$ cat config.mk
export PLATFORM = sky130hd
export DESIGN_NAME = mtr_drv
export DESIGN_NICKNAME = d
export VERILOG_FILES = /design/src/rtl/seg_pkg.sv /design/src/rtl/mtr_drv_pwm_dt.sv /design/src/rtl/mtr_drv.sv
export SDC_FILE = /design/constraint.sdc
export NUM_CORES = 1
export LEC_CHECK = 0
export BUFFER_PORTS_ARGS = -buffer_cell sky130_fd_sc_hd__clkbuf_2
export CORE_AREA = 2 2 79 81
export CTS_CLUSTER_DIAMETER = 40
export DETAILED_ROUTE_END_ITERATION = 12
export DIE_AREA = 0 0 81 83
export PLACE_DENSITY = 0.69
export SETUP_SLACK_MARGIN = 0.2
export SLEW_MARGIN = 20
export SYNTH_ARGS = -nofsm -noshare
export SYNTH_HDL_FRONTEND = slang
export SYNTH_SLANG_ARGS = --single-unit
$ cat constraint.sdc
create_clock -name clk -period 2.6 [get_ports clk]
set_clock_uncertainty 0.2 [all_clocks]
set_input_delay 0.78 -clock clk [delete_from_list [all_inputs] [get_ports clk]]
set_output_delay 0.78 -clock clk [all_outputs]
set_load 0.05 [all_outputs]
$ cat src/rtl/seg_pkg.sv
// Shared constants, types and the speed-to-duty helper used by the
// Segway motor drive stage.
package seg_pkg;

    localparam int PWM_W   = 12;
    localparam int PWM_PRD = 4096;

    localparam logic [PWM_W-1:0] ZERO_DUTY = 12'h800;
    localparam logic [PWM_W-1:0] CNT_MAX   = 12'(PWM_PRD - 1);

    typedef logic signed [PWM_W-1:0] spd_t;

    // Offset binary: adding 0x800 mod 4096 is the same as flipping the MSB.
    function automatic logic [PWM_W-1:0] spd2duty(input spd_t spd);
        return {~spd[PWM_W-1], spd[PWM_W-2:0]};
    endfunction

endpackage

$ cat src/rtl/mtr_drv_pwm_dt.sv
// One H-bridge channel: period-boundary duty capture, raw PWM register,
// dead-time counter and registered complementary gate outputs.
module pwm_dt
    import seg_pkg::*;
#(
    parameter int DEAD = 32
) (
    input  logic             clk,
    input  logic             rst,
    input  logic             en,
    input  logic [PWM_W-1:0] cnt,
    input  spd_t             spd,
    output logic             PWM1,
    output logic             PWM2
);

    localparam logic [7:0] DEAD_C = 8'(DEAD);

    logic [PWM_W-1:0] duty_q, duty_d;
    logic             sig_q, sig_d;
    logic [7:0]       dcnt_q, dcnt_d;
    logic             pwm1_q, pwm1_d;
    logic             pwm2_q, pwm2_d;
    logic             armed_s;

    // Next-state logic for capture, raw PWM, dead-time and gates.
    always_comb begin
        duty_d  = duty_q;
        sig_d   = 1'b0;
        dcnt_d  = 8'd0;
        armed_s = 1'b0;
        pwm1_d  = 1'b0;
        pwm2_d  = 1'b0;

        if (cnt == CNT_MAX) begin
            duty_d = spd2duty(spd);
        end else begin
            duty_d = duty_q;
        end

        sig_d = (cnt < duty_q);

        // Held at zero while disabled so re-enable always waits a full dead-time.
        if (!en || (sig_d != sig_q)) begin
            dcnt_d = 8'd0;
        end else if (dcnt_q == DEAD_C) begin
            dcnt_d = dcnt_q;
        end else begin
            dcnt_d = dcnt_q + 8'd1;
        end

        armed_s = (dcnt_q == DEAD_C);
        pwm1_d  = en &  sig_q & armed_s;
        pwm2_d  = en & ~sig_q & armed_s;
    end

    // Channel state registers with synchronous reset.
    always_ff @(posedge clk) begin
        if (rst) begin
            duty_q <= ZERO_DUTY;
            sig_q  <= 1'b0;
            dcnt_q <= 8'd0;
            pwm1_q <= 1'b0;
            pwm2_q <= 1'b0;
        end else begin
            duty_q <= duty_d;
            sig_q  <= sig_d;
            dcnt_q <= dcnt_d;
            pwm1_q <= pwm1_d;
            pwm2_q <= pwm2_d;
        end
    end

    assign PWM1 = pwm1_q;
    assign PWM2 = pwm2_q;

endmodule

$ cat src/rtl/mtr_drv.sv
// Motor drive top: shared 4096-clock period counter and two dead-time
// protected PWM channels for the left and right H-bridges.
module mtr_drv
    import seg_pkg::*;
#(
    parameter int DEAD = 32
) (
    input  logic clk,
    input  logic rst,
    input  spd_t lft_spd,
    input  spd_t rght_spd,
    input  logic en,
    output logic PWM1_lft,
    output logic PWM2_lft,
    output logic PWM1_rght,
    output logic PWM2_rght,
    output logic prd_strt
);

    logic [PWM_W-1:0] cnt_q, cnt_d;

    // Free-running period counter, wraps naturally at 4095.
    always_comb begin
        cnt_d = cnt_q + 12'd1;
    end

    // Period counter register.
    always_ff @(posedge clk) begin
        if (rst) begin
            cnt_q <= 12'd0;
        end else begin
            cnt_q <= cnt_d;
        end
    end

    // Gated by rst so the pulse is absent while reset is held and appears
    // in the first released cycle, where cnt already reads 0.
    assign prd_strt = (cnt_q == 12'd0) & ~rst;

    pwm_dt #(.DEAD(DEAD)) u_lft (
        .clk  (clk),
        .rst  (rst),
        .en   (en),
        .cnt  (cnt_q),
        .spd  (lft_spd),
        .PWM1 (PWM1_lft),
        .PWM2 (PWM2_lft)
    );

    pwm_dt #(.DEAD(DEAD)) u_rght (
        .clk  (clk),
        .rst  (rst),
        .en   (en),
        .cnt  (cnt_q),
        .spd  (rght_spd),
        .PWM1 (PWM1_rght),
        .PWM2 (PWM2_rght)
    );

endmodule
# --- Yosys cells after proc, flatten, opt, wreduce, memory -nomap -nowiden ---
# Cells that the tools add are included.
classes:
  addsub: 3
  multipliers: 0
  div: 0
  magnitude_cmp: 2
  n_eq_ne: 5
  n_shift: 0
  n_mux: 0
  n_bitwise: 14
  reduce_logical: 6
ops:
  columns: ["op", "n"]
  rows:
  - ["< comparator 12 bit", 2]
  - ["adder 8 x 1 -> 8 bit (second input constant)", 2]
  - ["equality test 8 x 6 -> 1 bit (second input constant)", 2]
  - ["adder 12 x 1 -> 12 bit (second input constant)", 1]
  - ["equality test 12 bit (second input constant)", 1]
  - ["logical NOT 12 bit", 1]
  - ["bitwise AND 1 bit", 9]
  - ["NOT 1 bit", 5]
  - ["OR reduction 2 bit", 2]
  - ["logical OR 1 bit", 2]
  - ["!= test 1 bit", 2]
  - ["logical NOT 1 bit", 1]
totals:
  register_bits: 58
  latch_bits: 0
  ramBits: 0
  romBits: 0
  in_bits: 27
  output_inout_bits: 5
  elab_cells: 41
  n_memories: 0

# --- Logic depth before layout (Yosys ltp) ---
depth:
  word_depth: 4
  mapped_depth: 7
  depth_no_buf: 7

# --- Cells and area by module ---
# Synthesis repeated with hierarchy kept, for this count alone.
hier_totals:
  cells_unflattened: 322
  hier_area_um2: 3179.3
modules_own_cells:
  columns: ["mod", "instances", "cells_each", "area_per_inst_um2", "seq_area_each_um2"]
  rows:
  - ["pwm_dt", 2, 131, 1321.3, 460.4]
  - ["mtr_drv", 1, 60, 536.8, 240.2]

# --- Least setup slack after synthesis ---
# Ideal clock, no wire load.
synth_path:
  path_kind: "input to output"
  startpoint: "in rst"
  endpoint: "out prd_strt"
  arrival_time_ns: 1.395
  t_required_ns: 1.620
  slack_ns: 0.225
  stages: 2
  path_buffers: 0
  cell_sequence: "nor4_1 -> and3_1"
synth_via:
  elab_chain_len: 2
synth_rtl:
  columns: ["item", "line", "source"]
  rows:
  - ["from (decl)", "mtr_drv.sv:9", "input logic rst,"]
  - ["NOT 1 bit", "mtr_drv.sv:38", "assign prd_strt = (cnt_q == 12'd0) & ~rst;"]
  - ["bitwise AND 1 bit", "mtr_drv.sv:38", null]
  - ["to (decl)", "mtr_drv.sv:17", "output logic prd_strt"]
# No other way between the ends.

# --- Final worst setup path ---
layout_path:
  startpoint: "reg cnt_q[7]"
  endpoint: "out prd_strt"
layout_via:
  elab_chain_len: 2
layout_rtl:
  columns: ["item", "line", "source"]
  rows:
  - ["from (decl)", "mtr_drv.sv:20", "logic [PWM_W-1:0] cnt_q, cnt_d;"]
  - ["from (signal assigned)", "mtr_drv.sv:32", "cnt_q <= cnt_d;"]
  - ["logical NOT 12 bit", "mtr_drv.sv:38", null]
  - ["bitwise AND 1 bit", "mtr_drv.sv:38", null]
# No other way between the ends.

==> results.json <==
{
  "worstSetupPathType": "register to primary output",
  "dpl-instance-area_sq_um": 3240,
  "synth_area_per_cell_sq_um": 8.46,
  "fin_area_sq_um": 3530,
  "rsz0062_at_grt": "yes",
  "synth-simple-area-share": 0.223,
  "clock_path_buffers": 2,
  "holdCritPathClass": "register to register",
  "synthMuxAreaShare": 0,
  "synthTopCellsByCount": "nand2_1, dfxtp_1, a21oi_1",
  "clock_latency_ns": 0.34,
  "netlist_area_sq_um": 3000,
  "tightest_slew_ns": 0.417,
  "synth_area_leaders": "dfxtp_1, ha_1, nand2_1",
  "status": "complete, no violations",
  "finalPower_mw": 1.75,
  "syn2layout_area_growth_pct": 17.6,
  "first_pass_iters": 4,
  "cap_violations": 0,
  "cts_buffers": 9,
  "synth_area_leader_cell": "dfxtp_1",
  "ys_warn_count": 0,
  "antenna_cells": 0,
  "detail-route-antenna-nets": 0,
  "p_switching_mw": 0.408,
  "track_usage": 0.200,
  "finalCriticalPeriod_ns": 2.41,
  "grt_overflow_total": 0,
  "cts_root_buf": "clkbuf_8",
  "cp_max_fo": 5,
  "switching_share": 0.233,
  "ys_seq_area_frac": 0.387,
  "cts_sinks": 58,
  "dp.cells": 457,
  "rows": 28,
  "fmax_mhz": 414,
  "pwr-share-clk": 0.412,
  "synth_top_family_by_area": "simple AND/OR/NAND/NOR gates",
  "synthesis.nets": 410,
  "synth_adder_area_share": 0.117,
  "vias": 2434,
  "final_util": 0.607,
  "grt_pass1_wl_mm": 10.5,
  "nFillCells": 520,
  "syn_inst": 355,
  "hold_violations": 0,
  "async_flop_share": 0,
  "avgRoutedWirePerCell_um": 12.5,
  "antenna_found_initial": 0,
  "p_comb_frac": 0.073,
  "tritoncts": "done",
  "yosysMostFrequentCell": "nand2_1",
  "cp_slowest_cell": "dfxtp_2",
  "ys_ff_latch": 58,
  "detailed_place_hpwl_mm": 4.23,
  "drtIter0Drc": 76,
  "critPathMaxStageDelay_ns": 0.33,
  "r2r_slack_ns": 0.35,
  "via_per_inst": 5.11,
  "yosys.area_share.xor_xnor": 0.0554,
  "io_buffer_count": 31,
  "critPathLaunchType": "register",
  "cp.arrival_ns": 1.43,
  "die_w_um": 81,
  "peakVddDrop_mv": 0.386,
  "synth_top_area_share": 0.387,
  "initial_core_util": 0.516,
  "grt_pass1_vias": 2314,
  "p_leak_nw": 1.37,
  "pwr-share-seq": 0.516,
  "synth_edf_count": 0,
  "p_int_mw": 1.35,
  "die_y_um": 83,
  "nNetsFinal": 452,
  "gp_congestion": 0.869,
  "maxSlewViolCount": 0,
  "fin_cells": 476,
  "grt_max_degree": 39,
  "finalSetupTns_ns": 0,
  "ioPinCount": 32,
  "synth_compound_area_frac": 0.156,
  "fin_crit_sh": 0.928,
  "cp_cell_sequence": "buf_6 > nor4_4 > and3_4 > buf_12",
  "yosysUniqueCellTypes": 39,
  "core_area_sq_um": 5820,
  "relSlewSlack": 0.719,
  "clkTransAtPathRegs_ns": 0.06,
  "yosys_most_used_dff": "dfxtp_1",
  "power.density_nw_per_um2": 496,
  "crit_required_ns": 1.62,
  "end_kind": "primary output",
  "drive_gt1_frac": 0.222,
  "finalSetupViolations": 0,
  "drc": 0,
  "finalWirelength_mm": 5.96,
  "htree_levels": 3,
  "fp.dieArea_sq_um": 6720
}
[stage by stage]
stage	setup slack (ns)	hold slack (ns)
after CTS	0.114	0.251
after global routing	0.124	0.270
after floorplan	0.225	0.223
after detailed placement	0.146	0.242
final	0.187	0.249
after global placement	0.158	0.239
[power groups by stage]
stage	combinational (mW)	clock, mW	sequential [mW]
after detailed placement	0.107	0	0.927
after global routing	0.145	0.792	0.905
after global placement	0.105	0	0.927
after CTS	0.112	0.743	0.906
after floorplan	0.0623	0	0.924
final	0.128	0.722	0.904
[area by class of cell]
class | instances | area [sq um] | share of cell area
clock buffer | 12 | 155 | 0.0439
clock inverter | 3 | 15.0 | 0.00425
inverter | 32 | 120 | 0.0340
multi-input combinational | 255 | 1720 | 0.488
sequential | 58 | 1180 | 0.333
tap | 75 | 93.8 | 0.0266
timing repair buffer | 41 | 249 | 0.0705
[cells by family after synthesis]
logic type	count (synthesis)
fa+ha+maj	28
xor+xnor	19
buf+inv	42
flops	58
simple gates	136
compound gates	72
[placed cells by master, fill, tap and decap left out, types with 2 or more instances in the layout]
| master | netlist | layout |
|---|---|---|
| a211oi_1 | 7 | 4 |
| a211oi_2 | 0 | 3 |
| a21o_1 | 4 | 4 |
| a21oi_1 | 37 | 37 |
| a21oi_2 | 4 | 4 |
| a31oi_1 | 3 | 3 |
| and3_1 | 4 | 3 |
| buf_4 | 0 | 9 |
| clkbuf_2 | 0 | 30 |
| clkbuf_8 | 0 | 11 |
| clkinv_2 | 0 | 3 |
| dfxtp_1 | 58 | 50 |
| dfxtp_2 | 0 | 6 |
| dfxtp_4 | 0 | 2 |
| ha_1 | 28 | 27 |
| inv_1 | 32 | 30 |
| inv_2 | 0 | 2 |
| nand2_1 | 61 | 61 |
| nand2b_1 | 4 | 4 |
| nand3_1 | 12 | 12 |
| nand4_1 | 5 | 5 |
| nor2_1 | 21 | 21 |
| nor2b_1 | 4 | 4 |
| nor3_1 | 6 | 6 |
| nor4_1 | 6 | 4 |
| o21ai_0 | 7 | 6 |
| o31ai_1 | 2 | 2 |
| or3_1 | 5 | 5 |
| xnor2_1 | 6 | 6 |
| xor2_1 | 13 | 13 |
[flip-flops by register name, summed over array words and instances (netlist names)]
| name | cells |
|---|---|
| u_rght.PWM2 | 1 |
| u_lft.PWM1 | 1 |
| u_rght.PWM1 | 1 |
| u_rght.duty_q | 12 |
| cnt_q | 12 |
| u_lft.dcnt_q | 8 |
| u_rght.dcnt_q | 8 |
| u_lft.PWM2 | 1 |
| u_lft.sig_q | 1 |
| u_lft.duty_q | 12 |
| u_rght.sig_q | 1 |
[layer usage]
metal | share of wire | up-vias | GRT usage
met5 | 0 | - | 0
met1 | 0.47 | 1076 | 0.254
met4 | 0.017 | 0 | 0.0724
met2 | 0.46 | 45 | 0.309
met3 | 0.047 | 12 | 0.0750
li1 | - | 1301 | -
[path summary, 6_finish.rpt]
kind,start,end,cells past startpoint
setup / recovery,cnt_q[7],prd_strt,4
setup reg to reg,cnt_q[9],u_rght.dcnt_q[7],6
hold reg to reg,u_rght.duty_q[0],u_rght.duty_q[0],2
hold / removal,u_rght.duty_q[0],u_rght.duty_q[0],2
[critical path: cells and delay by family (launching register included)]
kind                   cells  cell delay [ns]
AND/OR/NAND/NOR            2             0.50
buffers and inverters      2             0.27
flip-flops                 1             0.33
[repair_timing]
item                       CTS  global route
pin swaps                    1             6
resized for setup            6            19
setup buffers                1             3
hold buffers                 0             0
setup endpoints to repair    1            17
Power figures use the tool's default switching activity.
